<file path="config.mk">
export PLATFORM = sky130hd
export DESIGN_NAME = pwm_burst_generator
export DESIGN_NICKNAME = d
export VERILOG_FILES = /design/src/rtl/pwm_burst_generator_pkg.sv /design/src/rtl/pwm_channel.sv /design/src/rtl/pwm_burst_generator.sv
export SDC_FILE = /design/constraint.sdc
export NUM_CORES = 1
export LEC_CHECK = 0
export ABC_AREA = 1
export ABC_CLOCK_PERIOD_IN_PS = 7080
export CORE_MARGIN = 10
export CORE_UTILIZATION = 52
export DETAILED_ROUTE_END_ITERATION = 16
export PLACE_DENSITY = 0.73
export SYNTH_ARGS = -nofsm -noshare
export SYNTH_HDL_FRONTEND = slang
export SYNTH_SLANG_ARGS = --single-unit
</file>
<file path="constraint.sdc">
create_clock -name ClkIn -period 7.08 [get_ports ClkIn]
set_input_delay 1.062 -clock ClkIn [delete_from_list [all_inputs] [get_ports ClkIn]]
set_output_delay 1.062 -clock ClkIn [all_outputs]
set_load 0.01 [all_outputs]
</file>
<file path="src/rtl/pwm_burst_generator_pkg.sv">
// Shared definitions for the PWM/burst generator: channel state encoding
// and the helper that derives the idle output level from the polarity.
package pwm_burst_generator_pkg;

  typedef enum logic {
    IDLE = 1'b0,
    RUN  = 1'b1
  } chState_e;

  function automatic logic inactiveLevel(input logic polarity);
    return ~polarity;
  endfunction

endpackage

</file>
<file path="src/rtl/pwm_channel.sv">
// One PWM channel: shadow/active period and on-time registers, tick-driven
// period counter, burst countdown and the IDLE/RUN state machine.
// Active values are only swapped at start-up or on a period wrap, so a
// reprogrammed channel never emits a truncated or stretched pulse.
module pwm_channel
  import pwm_burst_generator_pkg::*;
#(
  parameter int CNT_W    = 16,
  parameter int BURST_W  = 8,
  parameter bit POLARITY = 1'b1
) (
  input  logic               ClkIn,
  input  logic               Rst,
  input  logic               tick_i,
  input  logic               enable_i,
  input  logic               load_i,
  input  logic [CNT_W-1:0]   period_i,
  input  logic [CNT_W-1:0]   onTime_i,
  input  logic               burstMode_i,
  input  logic [BURST_W-1:0] burstCount_i,
  output logic               pwm_o,
  output logic               periodEnd_o,
  output logic               busy_o
);

  localparam logic ACTIVE   = POLARITY;
  localparam logic INACTIVE = inactiveLevel(POLARITY);

  chState_e           state_q, state_d;
  logic               enPrev_q;
  logic [CNT_W-1:0]   cnt_q, cnt_d;
  logic [CNT_W-1:0]   perShadow_q, perShadow_d;
  logic [CNT_W-1:0]   onShadow_q, onShadow_d;
  logic [BURST_W-1:0] burstShadow_q, burstShadow_d;
  logic [CNT_W-1:0]   perAct_q, perAct_d;
  logic [CNT_W-1:0]   onAct_q, onAct_d;
  logic [BURST_W-1:0] remaining_q, remaining_d;
  logic               pwm_q, pwm_d;
  logic               periodEnd_q, periodEnd_d;

  // Next-state logic: a Load in the same clock as a start or a wrap is
  // forwarded straight into the active registers so it is never lost.
  always_comb begin
    state_d       = state_q;
    cnt_d         = cnt_q;
    perShadow_d   = load_i ? period_i     : perShadow_q;
    onShadow_d    = load_i ? onTime_i     : onShadow_q;
    burstShadow_d = load_i ? burstCount_i : burstShadow_q;
    perAct_d      = perAct_q;
    onAct_d       = onAct_q;
    remaining_d   = remaining_q;
    periodEnd_d   = 1'b0;

    case (state_q)
      IDLE: begin
        if (enable_i && !enPrev_q) begin
          state_d     = RUN;
          cnt_d       = '0;
          perAct_d    = perShadow_d;
          onAct_d     = onShadow_d;
          remaining_d = (burstShadow_d == '0) ? BURST_W'(1) : burstShadow_d;
        end
      end
      RUN: begin
        if (!enable_i) begin
          state_d = IDLE;
          cnt_d   = '0;
        end else if (tick_i) begin
          if (cnt_q == perAct_q) begin
            cnt_d       = '0;
            periodEnd_d = 1'b1;
            perAct_d    = perShadow_d;
            onAct_d     = onShadow_d;
            if (burstMode_i) begin
              if (remaining_q == BURST_W'(1)) begin
                state_d = IDLE;
              end else begin
                remaining_d = remaining_q - BURST_W'(1);
              end
            end
          end else begin
            cnt_d = cnt_q + CNT_W'(1);
          end
        end
      end
      default: begin
        state_d = IDLE;
        cnt_d   = '0;
      end
    endcase

    pwm_d = ((state_d == RUN) && (cnt_d < onAct_d)) ? ACTIVE : INACTIVE;
  end

  // State, counter and output registers; reset forces the idle level.
  always_ff @(posedge ClkIn or posedge Rst) begin
    if (Rst) begin
      state_q       <= IDLE;
      enPrev_q      <= 1'b0;
      cnt_q         <= '0;
      perShadow_q   <= '0;
      onShadow_q    <= '0;
      burstShadow_q <= '0;
      perAct_q      <= '0;
      onAct_q       <= '0;
      remaining_q   <= '0;
      pwm_q         <= INACTIVE;
      periodEnd_q   <= 1'b0;
    end else begin
      state_q       <= state_d;
      enPrev_q      <= enable_i;
      cnt_q         <= cnt_d;
      perShadow_q   <= perShadow_d;
      onShadow_q    <= onShadow_d;
      burstShadow_q <= burstShadow_d;
      perAct_q      <= perAct_d;
      onAct_q       <= onAct_d;
      remaining_q   <= remaining_d;
      pwm_q         <= pwm_d;
      periodEnd_q   <= periodEnd_d;
    end
  end

  assign pwm_o       = pwm_q;
  assign periodEnd_o = periodEnd_q;
  assign busy_o      = (state_q == RUN);

endmodule

</file>
<file path="src/rtl/pwm_burst_generator.sv">
// Multi-channel PWM/tone generator: one shared prescaler producing the
// time-base tick and NCH independent channels fed from flat buses.
module pwm_burst_generator
  import pwm_burst_generator_pkg::*;
#(
  parameter int NCH      = 2,
  parameter int CNT_W    = 16,
  parameter int PRESC_W  = 8,
  parameter int BURST_W  = 8,
  parameter bit POLARITY = 1'b1
) (
  input  logic                   ClkIn,
  input  logic                   Rst,
  input  logic [PRESC_W-1:0]     Prescale,
  input  logic [NCH-1:0]         Enable,
  input  logic [NCH-1:0]         Load,
  input  logic [NCH*CNT_W-1:0]   Period,
  input  logic [NCH*CNT_W-1:0]   OnTime,
  input  logic [NCH-1:0]         BurstMode,
  input  logic [NCH*BURST_W-1:0] BurstCount,
  output logic [NCH-1:0]         PwmOut,
  output logic [NCH-1:0]         PeriodEnd,
  output logic [NCH-1:0]         Busy
);

  logic [PRESC_W-1:0] prescCnt_q;
  logic               tick;

  assign tick = (prescCnt_q == Prescale);

  // Free-running prescaler; wraps to zero on the clock that raises tick.
  always_ff @(posedge ClkIn or posedge Rst) begin
    if (Rst) begin
      prescCnt_q <= '0;
    end else if (tick) begin
      prescCnt_q <= '0;
    end else begin
      prescCnt_q <= prescCnt_q + PRESC_W'(1);
    end
  end

  for (genvar i = 0; i < NCH; i++) begin : gCh
    pwm_channel #(
      .CNT_W   (CNT_W),
      .BURST_W (BURST_W),
      .POLARITY(POLARITY)
    ) uChannel (
      .ClkIn       (ClkIn),
      .Rst         (Rst),
      .tick_i      (tick),
      .enable_i    (Enable[i]),
      .load_i      (Load[i]),
      .period_i    (Period[i*CNT_W +: CNT_W]),
      .onTime_i    (OnTime[i*CNT_W +: CNT_W]),
      .burstMode_i (BurstMode[i]),
      .burstCount_i(BurstCount[i*BURST_W +: BURST_W]),
      .pwm_o       (PwmOut[i]),
      .periodEnd_o (PeriodEnd[i]),
      .busy_o      (Busy[i])
    );
  end

endmodule
</file>
# Word level (Yosys, flattened, before mapping)

Index checks and enable logic that the tools add are counted.

Word-level logic and storage cells: 138
Input bits: 96
Register bits: 208
Output and inout port bits: 6

Bitwise logic cells: 2
Mux-type cells: 77
Add/sub/neg operators: 5
Reductions and logical operators: 12
$lt $le $gt $ge: 2
Equality and inequality tests: 17

Operators with widths:

| cell                    | count |
|---|---|
| $mux W16                | 28 |
| $pmux W16 S2            | 6 |
| $mux W8                 | 17 |
| $add A16 B1 Y16 const B | 2 |
| $eq A16 B16 Y1          | 2 |
| $lt A16 B16 Y1          | 2 |
| $pmux W8 S2             | 2 |
| $mux W1                 | 22 |
| $ne A2 B2 Y1 const B    | 9 |
| $eq A8 B1 Y1 const B    | 2 |
| $logic_not A8 Y1        | 2 |
| $sub A8 B1 Y8 const B   | 2 |
| $reduce_and A6 Y1       | 2 |
| $add A8 B1 Y8 const B   | 1 |
| $eq A8 B8 Y1            | 1 |
| $reduce_and A4 Y1       | 2 |
| $ne A2 B1 Y1 const B    | 3 |
| $logic_and A1 B1 Y1     | 4 |
| $pmux W1 S2             | 2 |
| $logic_not A1 Y1        | 2 |
| $not A1 Y1              | 2 |

# Logic depth before layout (Yosys ltp)

Depth in word-level cells: 9
Depth in mapped cells: 25
Mapped depth without buffers: 24

# Hierarchy

A second synthesis with hierarchy kept.

Cells, all modules: 1,414
Area total of the unflattened synthesis: 11,093.1 um^2

By module, submodules not included:

| module                         | sequential area each (um^2) | cells each | area each (um^2) | instances |
|---|---|---|---|---|
| pwm_channel at gCh[0].uChannel | 2,502.4                     | 668        | 5,302.6          | 1 |
| pwm_channel at gCh[1].uChannel | 2,502.4                     | 659        | 5,252.5          | 1 |
| pwm_burst_generator            | 200.2                       | 87         | 538.0            | 1 |

# Least setup slack after synthesis

OpenSTA, ideal clock, no wires.

Kind: in2reg
Start point: in Prescale[6]
End point: reg gCh[0].uChannel.pwm_q
Slack: 3.583 ns
Library setup time: 0.077 ns
Data arrival time: 3.420 ns
Path buffers: 1
Required time: 7.003 ns
Stages: 23
Cell sequence: inv_1 > nand2_1 > nand2_1 > nor2_1 > nand2_1 > nor2_4 > buf_6 > nand3_4 > nor2_2 > nand3_2 > nor2_2 > nand2_2 > nor2_4 > nand3_2 > o21ai_1 > nand3_1 > o21ai_1 > ha_1 > a21oi_1 > nor2_1 > a2111oi_0 > nand2_1 > a21oi_1

Cells in the longest elaborated chain, start to end: 7
Elaborated cells on any way between the ends: 13
Those cells by class: 1 x order compare; 1 x eq/ne; 10 x mux; 1 x reduce/logical

RTL lines:

| what                                | line                      | RTL |
|---|---|---|
| from (decl)                         | pwm_burst_generator.sv:14 | `input logic [PRESC_W-1:0] Prescale,` |
| $eq A8 B8 Y1                        | pwm_burst_generator.sv:29 | `assign tick = (prescCnt_q == Prescale);` |
| $mux W16                            | pwm_channel.sv:68         | `end else if (tick_i) begin` |
| $mux W16                            | pwm_channel.sv:65         | `if (!enable_i) begin` |
| $pmux W16 S2                        | pwm_channel.sv:54         | `case (state_q)` |
| named net gCh[0].uChannel.cnt_d[13] | pwm_channel.sv:31         | `logic [CNT_W-1:0] cnt_q, cnt_d;` |
| $lt A16 B16 Y1                      | pwm_channel.sv:92         | `pwm_d = ((state_d == RUN) && (cnt_d < onAct_d)) ? ACTIVE : INACTIVE;` |
| $logic_and A1 B1 Y1                 | pwm_channel.sv:92         |  |
| $mux W1                             | pwm_channel.sv:92         |  |
| named net gCh[0].uChannel.pwm_d     | pwm_channel.sv:38         | `logic pwm_q, pwm_d;` |
| to (signal assigned)                | pwm_channel.sv:119        | `pwm_q <= pwm_d;` |
| to (decl)                           | pwm_channel.sv:38         |  |

The timed path passes the listed nets, and every way through them passes these cells.
A chain may end at the register's enable or synchronous reset.

# Worst setup path after layout

Start point: in Prescale[5]
End point: reg gCh[0].uChannel.pwm_q

The elaborated chain is that of the path after synthesis.

==> impl_metrics.ini <==
[sta]
worst_pin_slew_ns = 1.074
setup_tns_ns = 0
setup_viol = 0
skew_ns = 0.009935
post-route-min-period_ns = 4.327
relSlewSlack = 0.2833
final_max_slew_viol_count = 0
fmax_mhz = 231.1
rsz0062_at_grt = false
period_share = 0.6111
hold_viol = 0

[yosys]
ys_seq_area_frac = 0.4805
synth_compound_area_frac = 0.1123
synth_nets = 1501
synth_xor_area_frac = 0.01860
ys_types = 44
synth_top_family_by_area = simple AND/OR/NAND/NOR gates
netlist.area_leader.share = 0.4805
synth.avg_cell_area_um2 = 7.918
synth_top_cell_by_area = dfrtp_1
synthSimpleGateAreaFrac = 0.2572
ys_ff_latch = 208
synth.area.top_cells = dfrtp_1 (48%), nand2_1 (15%), inv_1 (5.9%)
syn-cell-area_um2 = 10830
synth_mux_area_frac = 0.004621
synthAdderAreaFrac = 0.04274
postSynthCellCount = 1368
yosysWarnings = 0

[placement]
dpl_cell_area_um2 = 12000
detailed_place_hpwl_um = 18050
gp_congestion = 0.8786
io_buffers = 101

[finish]
final_common_cell = nand2_1
fin_area_um2 = 12740
drive_gt1_frac = 0.05951
layout_common_cells = nand2_1 (437), dfrtp_1 (208), inv_1 (168)
n_antenna_cell = 0
syn_to_final_growth_pct = 17.58
nNetsFinal = 1581

[clocking]
cts_buffer_depth = 3
htreeDepth = 1
postCtsSetupBuffers = 0
cts_sinks = 208
holdBufCountCts = 0
clk_pin_slew_ns = 0.06
numCtsBuffers = 23
clock_latency_ns = 0.51
cts_root_buffer = clkbuf_16
cts_tree = done
postCtsResizedCells = 0

[critical_path]
critPathKind = in2reg
path_common_cell = nand2_1
arrival_ns = 4.75
cp_max_fo = 21
worstSetupStartpointType = input port
cp_data_required_time_ns = 7.50
slowest_stage = nor2_4
worstReg2RegStart = prescCnt_q[5]$_DFF_PP0_
crit_path_end_kind = flop
slowest_delay_ns = 0.53
cp-startpoint = Prescale[5]
crit_path_cell_trace = clkdlybuf4s50_1, inv_1, nand2_1, nand2_1, nor2_2, nand2_1, nor2_4, nand3_1, nand2_1, inv_1, o21ai_1, o21ai_1, ha_1, nand2_1, inv_1, nand3_1, a31oi_1, a2111oi_0, nand2_1, a21oi_1

[detailed_routing]
first_pass_iters = 5
drc = 0
drtIter0Drc = 509
num_vias = 9056
wl_per_cell_um = 14.47
finalWirelength_um = 25060
via_per_inst = 5.229
ant_nets = 0

[power_and_ir_drop]
cellPowerDensity_nw_per_um2 = 258.9
ir_drop_uv = 212.6
p_comb_frac = 0.198
p_sw_w = 0.0009650
p_sw_frac = 0.2926
leakage_nw = 6.196
power_w = 0.003298
clockPowerShare = 0.356
internal-power_w = 0.002333
sequentialPowerShare = 0.446

[global_route]
grt_pass1_vias = 8854
grt_use_total = 0.1876
grt_max_degree = 135
antenna_found_initial = 0
overflow = 0
grt_pass1_wl_um = 42700

[floorplan]
die_area_um2 = 27000
num_rows = 52
io_pins = 102
fp.dieW_um = 164.3
initial_utilization = 0.5319
fp.coreArea_um2 = 20360
die_y_um = 164.3

[hold_path]
min_from = gCh[1].uChannel.perShadow_q[10]$_DFF_PP0_
hp-class = reg2reg

[run]
timing.max_cap.violations = 0

[outcome]
status = finished clean
logic make-up (layout without fill, tap and decap cells):
group,count (synthesis),after routing
compound gates,203,203
xor+xnor,23,23
fa+ha+maj,37,37
buf+inv,230,324
flops,208,208
mux,5,5
simple gates,662,662
power by group through the flow:
stage	clock (W)	sequential (W)	combinational, W
CTS	0.00120	0.00147	0.000660
global placement	0	0.00149	0.000635
floorplan	0	0.00146	0.000482
global route	0.00125	0.00149	0.000765
detailed placement	0	0.00149	0.000654
finish	0.00117	0.00147	0.000652
metal layers:
layer,GRT usage,share of wire
met1,0.2441,0.45
met2,0.3153,0.48
met3,0.03229,0.046
met4,0.05280,0.024
met5,0,0
per-stage QoR:
stage	worst slack (ns)	util	hold slack, ns	cells
6_report	2.753	0.6254	0.4666	1732
5_1_grt	2.225	0.6254	0.4911	1732
4_1_cts	2.786	0.6254	0.4679	1732
3_5_place_dp	2.265	0.5890	0.4545	1693
3_3_place_gp	2.362	0.5890	0.4475	1693
2_1_floorplan	0.3372	-	0.4347	1368
worst max-delay path: cells and delay by family:
kind,cells,cell delay (ns)
fa+ha+maj,1,0.36
buf+inv,4,0.79
compound gates,5,0.70
simple gates,10,1.80
registers in the layout (all words and copies together) (netlist names), 8 cells and up:
name	count
gCh.uChannel.onAct_q	32
gCh.uChannel.cnt_q	32
gCh.uChannel.onShadow_q	32
gCh.uChannel.perAct_q	32
gCh.uChannel.remaining_q	16
gCh.uChannel.perShadow_q	32
prescCnt_q	8
gCh.uChannel.burstShadow_q	16
cell usage after synthesis, drive strengths merged:
cell type	number
nand2	440
o21a	14
o22ai	9
a2bb2oi	1
mux2i	5
clkbuf	26
a211oi	4
o311ai	5
o2bb2ai	1
a2111oi	1
a31oi	17
buf	26
nor2	97
o221ai	18
and2	1
ha	37
dfrtp	208
nand4	15
o211ai	4
o21ai	97
nand3	64
or2	18
o2111ai	1
inv	178
a22o	1
o31ai	1
nor3	16
a32o	1
a21oi	28
xor2	18
nor4	10
nand3b	1
xnor2	5
worst paths after layout:
path,end,cells past startpoint,slack (ns)
worst max-delay path,gCh[0].uChannel.pwm_o$_DFF_PP0_,20,2.75
worst min-delay path,gCh[1].uChannel.perShadow_q[10]$_DFF_PP0_,2,0.47
worst max register to register,gCh[0].uChannel.pwm_o$_DFF_PP0_,19,3.30
worst min register to register,gCh[1].uChannel.perShadow_q[10]$_DFF_PP0_,2,0.47
max in group asynchronous,gCh[0].uChannel.cnt_q[10]$_DFF_PP0_,3,4.52
min in group asynchronous,gCh[1].uChannel.remaining_q[7]$_DFFE_PP0P_,2,1.10
final cells by class:
class	count	area, um2
Clock buffer	31	645.6
Clock inverter	8	95.09
Fill cell	1792	7629
Inverter	178	675.6
Multi-Input combinational cell	930	4721
Sequential cell	208	5205
Tap cell	270	337.8
Timing Repair Buffer	107	1056
Power figures use the tool's default switching activity.
